===== config.mk =====
export PLATFORM = sky130hd
export DESIGN_NAME = seg_execute_ex_mem_latch
export DESIGN_NICKNAME = d
export VERILOG_FILES = /design/src/rtl/seg_execute_ex_mem_latch.sv
export SDC_FILE = /design/constraint.sdc
export NUM_CORES = 1
export LEC_CHECK = 0
export ABC_AREA = 1
export BUFFER_PORTS_ARGS = -buffer_cell sky130_fd_sc_hd__clkbuf_2
export CAP_MARGIN = 15
export CORE_AREA = 2 2 110 112
export DETAILED_ROUTE_END_ITERATION = 10
export DIE_AREA = 0 0 112 114
export PLACE_DENSITY = 0.85
export SETUP_SLACK_MARGIN = 0.05
export SLEW_MARGIN = 40
export SYNTH_ARGS = -nofsm -noshare
export SYNTH_HDL_FRONTEND = slang
export SYNTH_SLANG_ARGS = --single-unit

===== constraint.sdc =====
create_clock -name i_clk -period 2.2 [get_ports i_clk]
set_input_delay 0.44 -clock i_clk [delete_from_list [all_inputs] [get_ports i_clk]]
set_output_delay 0.44 -clock i_clk [all_outputs]
set_load 0.02 [all_outputs]

===== src/rtl/seg_execute_ex_mem_latch.sv =====
// seg_execute_ex_mem_latch: EX/MEM pipeline register with BEQ/BNE redirect, stall, flush, squash; optional counters via EXMEM_PERF_CNT_EN
module seg_execute_ex_mem_latch #(
    parameter int LEN    = 32,
    parameter int NB_REG = 5,
    parameter int NB_CNT = 32
) (
    input  logic              i_clk,
    input  logic              i_rst_n,
    input  logic              i_enable,
    input  logic              i_stall,
    input  logic              i_flush,
    input  logic              i_valid,
    input  logic [LEN-1:0]    i_alu_out,
    input  logic              i_zero,
    input  logic [LEN-1:0]    i_data_b,
    input  logic [NB_REG-1:0] i_rd,
    input  logic [LEN-1:0]    i_branch_target,
    input  logic [5:0]        i_ctl,
    output logic              o_valid,
    output logic [LEN-1:0]    o_alu_out,
    output logic [LEN-1:0]    o_data_b,
    output logic [NB_REG-1:0] o_rd,
    output logic              o_mem_read,
    output logic              o_mem_write,
    output logic              o_reg_write,
    output logic              o_mem_to_reg,
    output logic              o_pc_src,
    output logic [LEN-1:0]    o_branch_target,
    output logic [NB_CNT-1:0] o_instr_cnt,
    output logic [NB_CNT-1:0] o_bubble_cnt
);
    logic              load, bubble, keep, taken;
    logic              valid_q, taken_q;
    logic [3:0]        ctl_q;
    logic [LEN-1:0]    alu_q, data_b_q, target_q;
    logic [NB_REG-1:0] rd_q;

    assign load   = i_enable & ~i_stall;
    assign bubble = i_flush | o_pc_src;
    assign keep   = i_valid & ~bubble;
    assign taken  = i_valid & ((i_ctl[5] & i_zero) | (i_ctl[4] & ~i_zero));

    // Latch EX results on loading edges; a redirect in flight squashes the wrong-path
    // instruction, which also drops taken_q so the pulse lasts one loading cycle and
    // holds unchanged through stall or disabled cycles.
    always_ff @(posedge i_clk or negedge i_rst_n) begin
        if (!i_rst_n) begin
            valid_q  <= 1'b0;
            taken_q  <= 1'b0;
            ctl_q    <= '0;
            alu_q    <= '0;
            data_b_q <= '0;
            rd_q     <= '0;
            target_q <= '0;
        end else if (load) begin
            valid_q  <= keep;
            taken_q  <= keep & taken;
            ctl_q    <= bubble ? '0 : i_ctl[3:0];
            alu_q    <= bubble ? '0 : i_alu_out;
            data_b_q <= bubble ? '0 : i_data_b;
            rd_q     <= bubble ? '0 : i_rd;
            target_q <= bubble ? '0 : i_branch_target;
        end
    end

    assign o_valid         = valid_q;
    assign o_alu_out       = alu_q;
    assign o_data_b        = data_b_q;
    assign o_rd            = rd_q;
    assign o_mem_read      = valid_q & ctl_q[3];
    assign o_mem_write     = valid_q & ctl_q[2];
    assign o_reg_write     = valid_q & ctl_q[1];
    assign o_mem_to_reg    = valid_q & ctl_q[0];
    assign o_pc_src        = taken_q;
    assign o_branch_target = target_q;

`ifdef EXMEM_PERF_CNT_EN
    logic [NB_CNT-1:0] instr_cnt, bubble_cnt;

    // Count real instructions versus bubbles on each loading edge, wrapping naturally
    always_ff @(posedge i_clk or negedge i_rst_n) begin
        if (!i_rst_n) begin
            instr_cnt  <= '0;
            bubble_cnt <= '0;
        end else if (load) begin
            instr_cnt  <= instr_cnt + NB_CNT'(keep);
            bubble_cnt <= bubble_cnt + NB_CNT'(~keep);
        end
    end

    assign o_instr_cnt  = instr_cnt;
    assign o_bubble_cnt = bubble_cnt;
`else
    assign o_instr_cnt  = '0;
    assign o_bubble_cnt = '0;
`endif
endmodule


==> results.yml <==
status:
  status: "complete, no violations"
pwr:
  power_leakage_nw: 3.72
  powerDensity_nw_per_um2: 821
  vdd_drop_max_mv: 0.429
setup_path:
  rr_startpoint: "o_pc_src$_DFFE_PN0P_"
  crit_path_start: "o_valid$_DFFE_PN0P_"
  crit_slowest_cell: "dfrtp_1"
  cp.arrival_ns: 1.19
  max_stage_delay_ns: 0.53
  cp_num_buf_inv: 2
  worstSetupStartpointType: "flop"
  criticalPathCategory: "flop to primary output"
  cp_cell_sequence: "nand2_1, inv_1, clkbuf_2"
  cp_data_required_time_ns: 1.76
  reg2reg_slack_ns: 0.90
  cp_max_fo: 6
  endpoint_kind: "primary output"
  cpLargestDelayFamily: "flip-flops"
clocking:
  cts_num_sinks: 107
  cts_made_buffers: 9
  post-cts-setup-buffers: 0
  cts-resized-gates: 0
  cts_tree: "yes"
  clk_path_buf_depth: 2
  htreeDepth: 3
  clock-root-buffer: "clkbuf_16"
  clock_latency_ns: 0.34
  cts_hold_buf: 0
  path_clk_slew_ns: 0.07
routing:
  wl_per_cell_um: 12.3
  wl_um: 11100
  first_iter_violations: 185
  firstDrtPassIters: 4
  vias: 4096
  drc: 0
  viasPerCell: 4.54
  ant_nets: 0
sta:
  setup_viol: 0
  min_period_ns: 1.63
  setup_tns_ns: 0
  slew_headroom_pct: 63.4
  max_freq_ghz: 0.613
  worst_pin_slew_ns: 0.549
  clock_skew_ns: 0.0121
  slew_violations: 0
  rsz0062_at_grt: "no"
  timing.final.crit_share_pct: 74.2
  hold_viol: 0
job:
  drv_cap: 0
floorplanning:
  pin_count: 285
  die_area_um2: 12800
  initial_utilization_pct: 40.4
  die_x_um: 112
  rows: 40
  die_h_um: 114
  design.core.area_um2: 11700
finish:
  antenna_cells: 0
  n_fill_cell: 1109
  register_area_um2: 2680
  syn2layout_area_growth_pct: 27.3
  fin_util_pct: 51.4
  layout-drive-gt1-share_pct: 32.3
  multi_input_area_um2: 1630
  num-nets-final: 864
placement:
  portBuffers: 220
  gp_congestion: 0.765
  place_hpwl_um: 7730
yosys:
  synthesis.area_um2: 4730
  syn_inst: 547
  synthSimpleGateAreaFrac_pct: 29.3
  synth_xor_area_share_pct: 0
  synthAdderAreaFrac_pct: 0
  synth-compound-area-share_pct: 0
  ys_seq_elements: 107
  synth.avg_cell_area_um2: 8.65
  yosysUniqueCellTypes: 12
  yosysWarnings: 0
  ys_seq_area_share_pct: 56.6
  synth_top_family_by_area: "simple AND/OR/NAND/NOR gates"
  synthMuxAreaShare_pct: 0
grt:
  grt_pass1_wl_um: 18000
  grt_pass1_vias: 3634
  antenna_found_initial: 0
  grt_use_total_pct: 17.4
  grt.overflow.total: 0
  grt_max_degree: 108
hold_path:
  hold_class: "primary input to async pin"
-- stage by stage --
step / instance area, um^2 / power (W) / worst slack [ns] / cells / hold slack (ns)
final: 6020 / 0.00494 / 0.568 / 902 / 0.0462
after global routing: 6020 / 0.00520 / 0.418 / 902 / 0.0676
after CTS: 6020 / 0.00501 / 0.490 / 902 / 0.0595
after detailed placement: 5720 / 0.00338 / 0.697 / 886 / 0.433
after global placement: 5720 / 0.00336 / 0.706 / 886 / 0.428
after floorplan: 4970 / 0.00302 / 0.945 / 610 / 0.144
-- power by group --
part	total (W)	internal, W	leakage [nW]	switching (W)
Clock	0.00161	0.000918	0.146	0.000696
Sequential	0.00229	0.00217	1.40	0.000122
Combinational	0.00104	0.000320	2.17	0.000716
-- synthesized netlist by cell type --
| library cell | count | share of area, % |
|---|---|---|
| nand2_1 | 223 | 18 |
| dfrtp_1 | 107 | 57 |
| nand3_1 | 106 | 11 |
| buf_4 | 65 | 10 |
| clkbuf_1 | 19 | 1.5 |
| buf_2 | 13 | 1.4 |
| inv_1 | 9 | 0.71 |
| conb_1 | 1 | 0.079 |
| inv_2 | 1 | 0.079 |
| nor2_1 | 1 | 0.079 |
| nor2_2 | 1 | 0.13 |
| nor2_4 | 1 | 0.24 |
-- layout make-up --
type | count | share of cell area, %
clock buffers | 11 | 4.03
clock inverters | 5 | 0.997
well taps | 147 | 3.05
multi-input cells | 396 | 27.1
inverters | 10 | 0.644
flip-flops and latches | 107 | 44.5
repair buffers | 226 | 19.7
-- layout by cell type (no fill, tap or decap) --
cell / Yosys / final
nand2_1: 223 / 223
clkinv_2: 0 / 2
buf_4: 65 / 4
inv_1: 9 / 9
dfrtp_1: 107 / 107
nor2_1: 1 / 1
clkbuf_8: 0 / 1
clkinvlp_4: 0 / 1
conb_1: 1 / 64
clkinv_4: 0 / 1
clkbuf_2: 0 / 219
clkbuf_16: 0 / 9
nand3_1: 106 / 106
inv_6: 0 / 1
buf_12: 0 / 3
nor2_4: 1 / 2
clkbuf_1: 19 / 1
bufinv_16: 0 / 1
-- state kept, by name, indices dropped and copies added, names as in the netlist --
signal,count
o_valid,1
ctl_q,4
o_data_b,32
o_branch_target,32
o_rd,5
o_alu_out,32
o_pc_src,1
-- kinds of logic (layout without fill, tap and decap cells) --
logic type / after synthesis / after routing
DFF: 107 / 107
buffers and inverters: 107 / 252
and+or+nand+nor: 332 / 332
other: 1 / 64
-- worst register-to-register path, cell delays in order (launching register included) --
cell     delay, ns
dfrtp_1       0.43
nor2_4        0.14
buf_12        0.37
nand3_1       0.20
nand2_1       0.09
-- routing by layer --
metal / part of all wire, % / vias up / GRT usage, %
met5: 0 / - / 0
met4: 0.76 / 0 / 4.15
met3: 8.6 / 6 / 4.89
met2: 48 / 196 / 28.8
met1: 43 / 1895 / 23.0
li1: - / 1999 / -
-- worst paths after layout --
kind / to / depth (start not counted)
worst min register to register: o_data_b[18]$_DFFE_PN0P_ / 2
worst max-delay path: o_mem_read / 3
max in group asynchronous: o_data_b[20]$_DFFE_PN0P_ / 2
min in group i_clk: o_rd[2]$_DFFE_PN0P_ / 3
worst max register to register: ctl_q[2]$_DFFE_PN0P_ / 4
worst min-delay path: o_branch_target[1]$_DFFE_PN0P_ / 1
No activity file was read; power rests on OpenSTA's default activity.
